[config.mk]
export PLATFORM = sky130hd
export DESIGN_NAME = vga_frame_ctrl
export DESIGN_NICKNAME = d
export VERILOG_FILES = /design/src/rtl/vga_pkg.sv /design/src/rtl/vga_timing_gen.sv /design/src/rtl/vga_frame_ctrl.sv
export SDC_FILE = /design/constraint.sdc
export NUM_CORES = 1
export LEC_CHECK = 0
export ABC_AREA = 1
export CELL_PAD_IN_SITES_DETAIL_PLACEMENT = 0
export CELL_PAD_IN_SITES_GLOBAL_PLACEMENT = 1
export CORE_ASPECT_RATIO = 2
export CORE_UTILIZATION = 37
export CTS_BUF_LIST = sky130_fd_sc_hd__clkbuf_16
export CTS_CLUSTER_DIAMETER = 120
export CTS_CLUSTER_SIZE = 20
export DETAILED_ROUTE_END_ITERATION = 8
export GPL_TIMING_DRIVEN = 0
export PLACE_DENSITY = 0.84
export SYNTH_ARGS = -nofsm -noshare
export SYNTH_HDL_FRONTEND = slang
export SYNTH_SLANG_ARGS = --single-unit
[constraint.sdc]
create_clock -name vga_clk -period 1.59 [get_ports vga_clk]
set_input_delay 0.318 -clock vga_clk [delete_from_list [all_inputs] [get_ports vga_clk]]
set_output_delay 0.318 -clock vga_clk [all_outputs]
set_load 0.03 [all_outputs]
[src/rtl/vga_pkg.sv]
// rtl/vga_pkg.sv - default VGA timing, frame totals, coordinate type and update FSM states
package vga_pkg;

  localparam int H_DISP_DEF = 640;
  localparam int H_FP_DEF   = 16;
  localparam int H_SYNC_DEF = 96;
  localparam int H_BP_DEF   = 48;
  localparam int V_DISP_DEF = 480;
  localparam int V_FP_DEF   = 10;
  localparam int V_SYNC_DEF = 2;
  localparam int V_BP_DEF   = 33;

  function automatic int line_total(input int disp, input int fp, input int sync, input int bp);
    return disp + fp + sync + bp;
  endfunction

  localparam int H_TOTAL_DEF = line_total(H_DISP_DEF, H_FP_DEF, H_SYNC_DEF, H_BP_DEF);
  localparam int V_TOTAL_DEF = line_total(V_DISP_DEF, V_FP_DEF, V_SYNC_DEF, V_BP_DEF);

  typedef logic [10:0] coord_t;

  typedef enum logic {
    ST_IDLE = 1'b0,
    ST_PEND = 1'b1
  } upd_state_e;

  function automatic logic [15:0] rotl1(input logic [15:0] val);
    return {val[14:0], val[15]};
  endfunction

endpackage

[src/rtl/vga_timing_gen.sv]
// rtl/vga_timing_gen.sv - h/v counters with registered sync, enable and coordinate decode
module vga_timing_gen
  import vga_pkg::*;
#(
  parameter int H_DISP = H_DISP_DEF,
  parameter int H_FP   = H_FP_DEF,
  parameter int H_SYNC = H_SYNC_DEF,
  parameter int H_BP   = H_BP_DEF,
  parameter int V_DISP = V_DISP_DEF,
  parameter int V_FP   = V_FP_DEF,
  parameter int V_SYNC = V_SYNC_DEF,
  parameter int V_BP   = V_BP_DEF
) (
  input  logic   vga_clk,
  input  logic   vga_rst_n,
  output logic   hsync,
  output logic   vsync,
  output logic   disp_en,
  output coord_t pixel_xpos,
  output coord_t pixel_ypos,
  output logic   frame_start,
  output logic   last_pixel
);

  localparam int     H_TOTAL = line_total(H_DISP, H_FP, H_SYNC, H_BP);
  localparam int     V_TOTAL = line_total(V_DISP, V_FP, V_SYNC, V_BP);
  localparam coord_t H_LAST  = coord_t'(H_TOTAL - 1);
  localparam coord_t V_LAST  = coord_t'(V_TOTAL - 1);
  localparam coord_t H_VIS   = coord_t'(H_DISP);
  localparam coord_t V_VIS   = coord_t'(V_DISP);
  localparam coord_t HS_BEG  = coord_t'(H_DISP + H_FP);
  localparam coord_t HS_END  = coord_t'(H_DISP + H_FP + H_SYNC);
  localparam coord_t VS_BEG  = coord_t'(V_DISP + V_FP);
  localparam coord_t VS_END  = coord_t'(V_DISP + V_FP + V_SYNC);

  coord_t h_q, h_d, v_q, v_d;
  coord_t xpos_q, xpos_d, ypos_q, ypos_d;
  logic   hsync_q, hsync_d, vsync_q, vsync_d;
  logic   disp_q, disp_d, fs_q, fs_d;
  logic   h_end, v_end;

  // Outputs decode the current counter state, so they all trail the counters by one cycle together.
  always_comb begin
    h_end      = (h_q == H_LAST);
    v_end      = (v_q == V_LAST);
    last_pixel = h_end && v_end;
    h_d        = h_end ? '0 : h_q + 11'd1;
    v_d        = v_q;
    if (h_end) begin
      v_d = v_end ? '0 : v_q + 11'd1;
    end
    disp_d  = (h_q < H_VIS) && (v_q < V_VIS);
    hsync_d = !((h_q >= HS_BEG) && (h_q < HS_END));
    vsync_d = !((v_q >= VS_BEG) && (v_q < VS_END));
    xpos_d  = disp_d ? h_q : '0;
    ypos_d  = disp_d ? v_q : '0;
    fs_d    = (h_q == '0) && (v_q == '0);
  end

  always_ff @(posedge vga_clk) begin
    if (!vga_rst_n) begin
      h_q     <= '0;
      v_q     <= '0;
      hsync_q <= 1'b1;
      vsync_q <= 1'b1;
      disp_q  <= 1'b0;
      xpos_q  <= '0;
      ypos_q  <= '0;
      fs_q    <= 1'b0;
    end else begin
      h_q     <= h_d;
      v_q     <= v_d;
      hsync_q <= hsync_d;
      vsync_q <= vsync_d;
      disp_q  <= disp_d;
      xpos_q  <= xpos_d;
      ypos_q  <= ypos_d;
      fs_q    <= fs_d;
    end
  end

  assign hsync       = hsync_q;
  assign vsync       = vsync_q;
  assign disp_en     = disp_q;
  assign pixel_xpos  = xpos_q;
  assign pixel_ypos  = ypos_q;
  assign frame_start = fs_q;

endmodule

[src/rtl/vga_frame_ctrl.sv]
// rtl/vga_frame_ctrl.sv - VGA timing plus frame-synchronous LED pattern update handshake
// Optional walking-one test pattern on tp_sel when VGA_TEST_PATTERN_EN is defined.
module vga_frame_ctrl
  import vga_pkg::*;
#(
  parameter int H_DISP = H_DISP_DEF,
  parameter int H_FP   = H_FP_DEF,
  parameter int H_SYNC = H_SYNC_DEF,
  parameter int H_BP   = H_BP_DEF,
  parameter int V_DISP = V_DISP_DEF,
  parameter int V_FP   = V_FP_DEF,
  parameter int V_SYNC = V_SYNC_DEF,
  parameter int V_BP   = V_BP_DEF
) (
  input  logic        vga_clk,
  input  logic        vga_rst_n,
`ifdef VGA_TEST_PATTERN_EN
  input  logic        tp_sel,
`endif
  input  logic [15:0] led_in,
  input  logic        upd_req,
  output logic        upd_ack,
  output logic        hsync,
  output logic        vsync,
  output logic        disp_en,
  output logic [10:0] pixel_xpos,
  output logic [10:0] pixel_ypos,
  output logic [15:0] led_frame,
  output logic        frame_start
);

  logic last_pixel;

  vga_timing_gen #(
    .H_DISP(H_DISP), .H_FP(H_FP), .H_SYNC(H_SYNC), .H_BP(H_BP),
    .V_DISP(V_DISP), .V_FP(V_FP), .V_SYNC(V_SYNC), .V_BP(V_BP)
  ) u_timing (
    .vga_clk    (vga_clk),
    .vga_rst_n  (vga_rst_n),
    .hsync      (hsync),
    .vsync      (vsync),
    .disp_en    (disp_en),
    .pixel_xpos (pixel_xpos),
    .pixel_ypos (pixel_ypos),
    .frame_start(frame_start),
    .last_pixel (last_pixel)
  );

  upd_state_e  state_q, state_d;
  logic        armed_q, armed_d;
  logic        ack_q, ack_d;
  logic [15:0] pend_q, pend_d;
  logic [15:0] led_q, led_d;
  logic        capture, commit;
`ifdef VGA_TEST_PATTERN_EN
  logic [15:0] walk_q, walk_d;
`endif

  // A capture on the commit cycle still commits the old pend_q; the new value waits in PEND.
  always_comb begin
    capture = upd_req && armed_q;
    commit  = (state_q == ST_PEND) && last_pixel;
    ack_d   = capture;
    armed_d = armed_q;
    if (!upd_req) begin
      armed_d = 1'b1;
    end else if (capture) begin
      armed_d = 1'b0;
    end
    pend_d  = capture ? led_in : pend_q;
    state_d = state_q;
    if (capture) begin
      state_d = ST_PEND;
    end else if (commit) begin
      state_d = ST_IDLE;
    end
    led_d = commit ? pend_q : led_q;
`ifdef VGA_TEST_PATTERN_EN
    walk_d = walk_q;
    if (!tp_sel) begin
      walk_d = '0;
    end else if (last_pixel) begin
      walk_d = (walk_q == '0) ? 16'h0001 : rotl1(walk_q);
      led_d  = walk_d;
    end
`endif
  end

  always_ff @(posedge vga_clk) begin
    if (!vga_rst_n) begin
      state_q <= ST_IDLE;
      armed_q <= 1'b1;
      ack_q   <= 1'b0;
      pend_q  <= '0;
      led_q   <= '0;
`ifdef VGA_TEST_PATTERN_EN
      walk_q  <= '0;
`endif
    end else begin
      state_q <= state_d;
      armed_q <= armed_d;
      ack_q   <= ack_d;
      pend_q  <= pend_d;
      led_q   <= led_d;
`ifdef VGA_TEST_PATTERN_EN
      walk_q  <= walk_d;
`endif
    end
  end

  assign upd_ack   = ack_q;
  assign led_frame = led_q;

endmodule

==> results_dict.tcl <==
set metrics [dict create \
    crit_arrival_ns 1.72 \
    insertion_delay_ns 0.33 \
    cp-end-kind "flop" \
    numCtsBuffers 9 \
    holdPathStages 1 \
    critPathMaxFanout 5 \
    die_y_um 134 \
    start_util_pct 37.8 \
    place_inst 596 \
    hold_viol 0 \
    ios 62 \
    die-area_um2 9170 \
    synth_area_um2 3240 \
    synth_edf_count 0 \
    area.growth.synth_to_final_pct 34.8 \
    leakage_nw 2.07 \
    ys_ff_latch 83 \
    max_freq_mhz 671 \
    status "completed" \
    grt_use_total_pct 19.0 \
    power.density_nw_per_um2 958 \
    final_max_slew_viol_count 0 \
    yosysWarningCount 0 \
    synthArstFlopShare_pct 0 \
    startpoint_type "flop" \
    antenna_found_initial 0 \
    maxCapViolCount 0 \
    hp-start "u_timing.h_q[0]$_SDFF_PP0_" \
    fin_cells 620 \
    cts_tree "done" \
    drtIter0Drc 106 \
    drtPass1Iterations 4 \
    total_power_mw 4.19 \
    grt_max_degree 17 \
    htree_levels 3 \
    clk_pin_slew_ns 0.06 \
    fin_nets 538 \
    crit_required_ns 1.82 \
    finalCriticalPeriod_ns 1.49 \
    place_congestion 0.881 \
    grt.overflow.total 0 \
    cts.sinks 83 \
    row_count 48 \
    setup_viol 0 \
    layout_commonest_cell "nor2_1" \
    cts_hold_buf 0 \
    synth_ff_type "dfxtp_1" \
    wl_per_cell_um 13.2 \
    min_period_over_period_pct 93.7 \
    diodes 0 \
    r2r-end "led_frame[2]$_SDFFE_PN0P_" \
    core_um2 8590 \
    die_w_um 68.2 \
    drc 0 \
    drive_above_1_share_pct 14.2 \
    grt_pass1_vias 2724 \
    relSlewSlack_pct 64.5 \
    critPathKind "flop to flop" \
    worstReg2RegStart "u_timing.v_q[1]$_SDFFE_PN0N_" \
    worstSetupStartpoint "u_timing.v_q[1]$_SDFFE_PN0N_" \
    hpwlAfterDp_mm 6.04 \
    r2r_cells 10 \
    worstMarginPinSlew_ns 0.531 \
    vias_per_cell 4.67 \
    min_to "u_timing.h_q[0]$_SDFF_PP0_" \
    rsz0062_at_grt "yes" \
    netlist_instances 433 \
    final_cell_mix "nor2_1, dfxtp_1, nand2_1" \
    port_buffers 61 \
    vdd_ir_drop_max_mv 0.565 \
    wirelength_mm 8.19 \
    rrSetupSlack_ns 0.10 \
    finClkSkew_ns 0.00569 \
    ant_nets 0 \
    hp-class "flop to flop" \
    vias 2896 \
    clk_path_buf_depth 2 \
    ys_seq_area_share_pct 51.2 \
    root_buffer "clkbuf_16" \
    ys_types 28 \
    syn_area_per_cell_um2 7.49 \
    grt_pass1_wl_mm 12.5 \
]
-- what timing repair did --
item / CTS / global route
setup buffers: 2 / 6
resized for setup: 54 / 24
endpoints found under the setup margin: 81 / 38
pin swaps: 3 / 11
cloned: 0 / 1
-- per-stage QoR --
step | setup slack, ns | hold WS [ns] | cell area [um^2] | utilization [%] | setup TNS (ns)
floorplan | 0.157 | 0.380 | 3250 | - | 0
global placement | -0.452 | 0.443 | 3990 | 46.4 | -14.00
detailed placement | -0.427 | 0.450 | 3990 | 46.4 | -13.18
CTS | 0.00404 | 0.463 | 4240 | 49.3 | 0
global route | -0.0109 | 0.455 | 4370 | 50.9 | -0.0316
finish | 0.100 | 0.443 | 4370 | 50.9 | 0
-- routing by layer --
layer  GRT usage (%)  up-vias  part of all wire [%]
li1                -     1494                     -
met1            17.1     1313                    35
met2            35.7       70                    57
met3            3.74       19                   3.4
met4            12.2        0                   3.6
met5               0        -                     0
-- Yosys cell counts, drive strengths merged (2+ instances only) --
| library cell | number | area (um^2) |
|---|---|---|
| dfxtp | 83 | 1660 |
| o21ai | 24 | 120 |
| inv | 53 | 199 |
| xor2 | 2 | 17.5 |
| ha | 4 | 50.1 |
| a21oi | 12 | 60.1 |
| nor4 | 4 | 25.0 |
| nor3 | 7 | 45.0 |
| o22ai | 2 | 12.5 |
| nand4 | 5 | 31.3 |
| nand3 | 21 | 123 |
| buf | 11 | 81.3 |
| nand2 | 78 | 300 |
| nor2 | 119 | 479 |
| clkbuf | 4 | 15.0 |
-- critical path, cell delays in order, from the launching register on --
cell	delay [ns]
dfxtp_2	0.33
inv_2	0.08
ha_4	0.14
nand2_1	0.05
inv_1	0.07
nand3_2	0.09
nor2_4	0.14
nand3_4	0.14
buf_8	0.16
nor2_1	0.11
nor2_1	0.06
-- cells by family after synthesis --
| family | count (synthesis) | synth area share (%) |
|---|---|---|
| buf+inv | 69 | 9.22 |
| fa+ha+maj | 4 | 1.54 |
| flops | 83 | 51.2 |
| xor+xnor | 2 | 0.540 |
| simple gates | 236 | 31.4 |
| compound gates | 38 | 5.94 |
| other cells | 1 | 0.116 |
-- state kept, by name, summed over array words and instances (netlist names), 11 cells and up --
register and flops:
pend_q 16, u_timing.h_q 11, u_timing.pixel_ypos 11, u_timing.pixel_xpos 11
led_frame 16, u_timing.v_q 11
-- report_power, final --
part | switching (mW) | total, mW | internal, mW
clock network | 0.767 | 1.79 | 1.02
logic | 0.139 | 0.236 | 0.0968
registers | 0.0301 | 2.17 | 2.14
total | 0.936 | 4.19 | 3.25
-- how the worst max path moves through the flow --
stage                                 end  slack, ns  depth (start not counted)
3_5_place_dp      pend_q[10]$_SDFFE_PN0P_      -0.43                          5
4_1_cts         led_frame[2]$_SDFFE_PN0P_      0.004                          9
2_1_floorplan  led_frame[10]$_SDFFE_PN0P_       0.16                          9
6_report        led_frame[2]$_SDFFE_PN0P_       0.10                         10
3_3_place_gp       pend_q[9]$_SDFFE_PN0P_      -0.45                          5
5_1_grt        led_frame[13]$_SDFFE_PN0P_      -0.01                         10
-- final cells by class --
type | instances | area [um^2]
clock buffers | 9 | 225
clock inverters | 7 | 28.8
well taps | 100 | 125
inverters | 54 | 205
fillers | 872 | 4220
plain buffers | 14 | 113
multi-input cells | 283 | 1360
repair buffers | 70 | 642
flip-flops and latches | 83 | 1670
No activity file was read; power rests on OpenSTA's default activity.
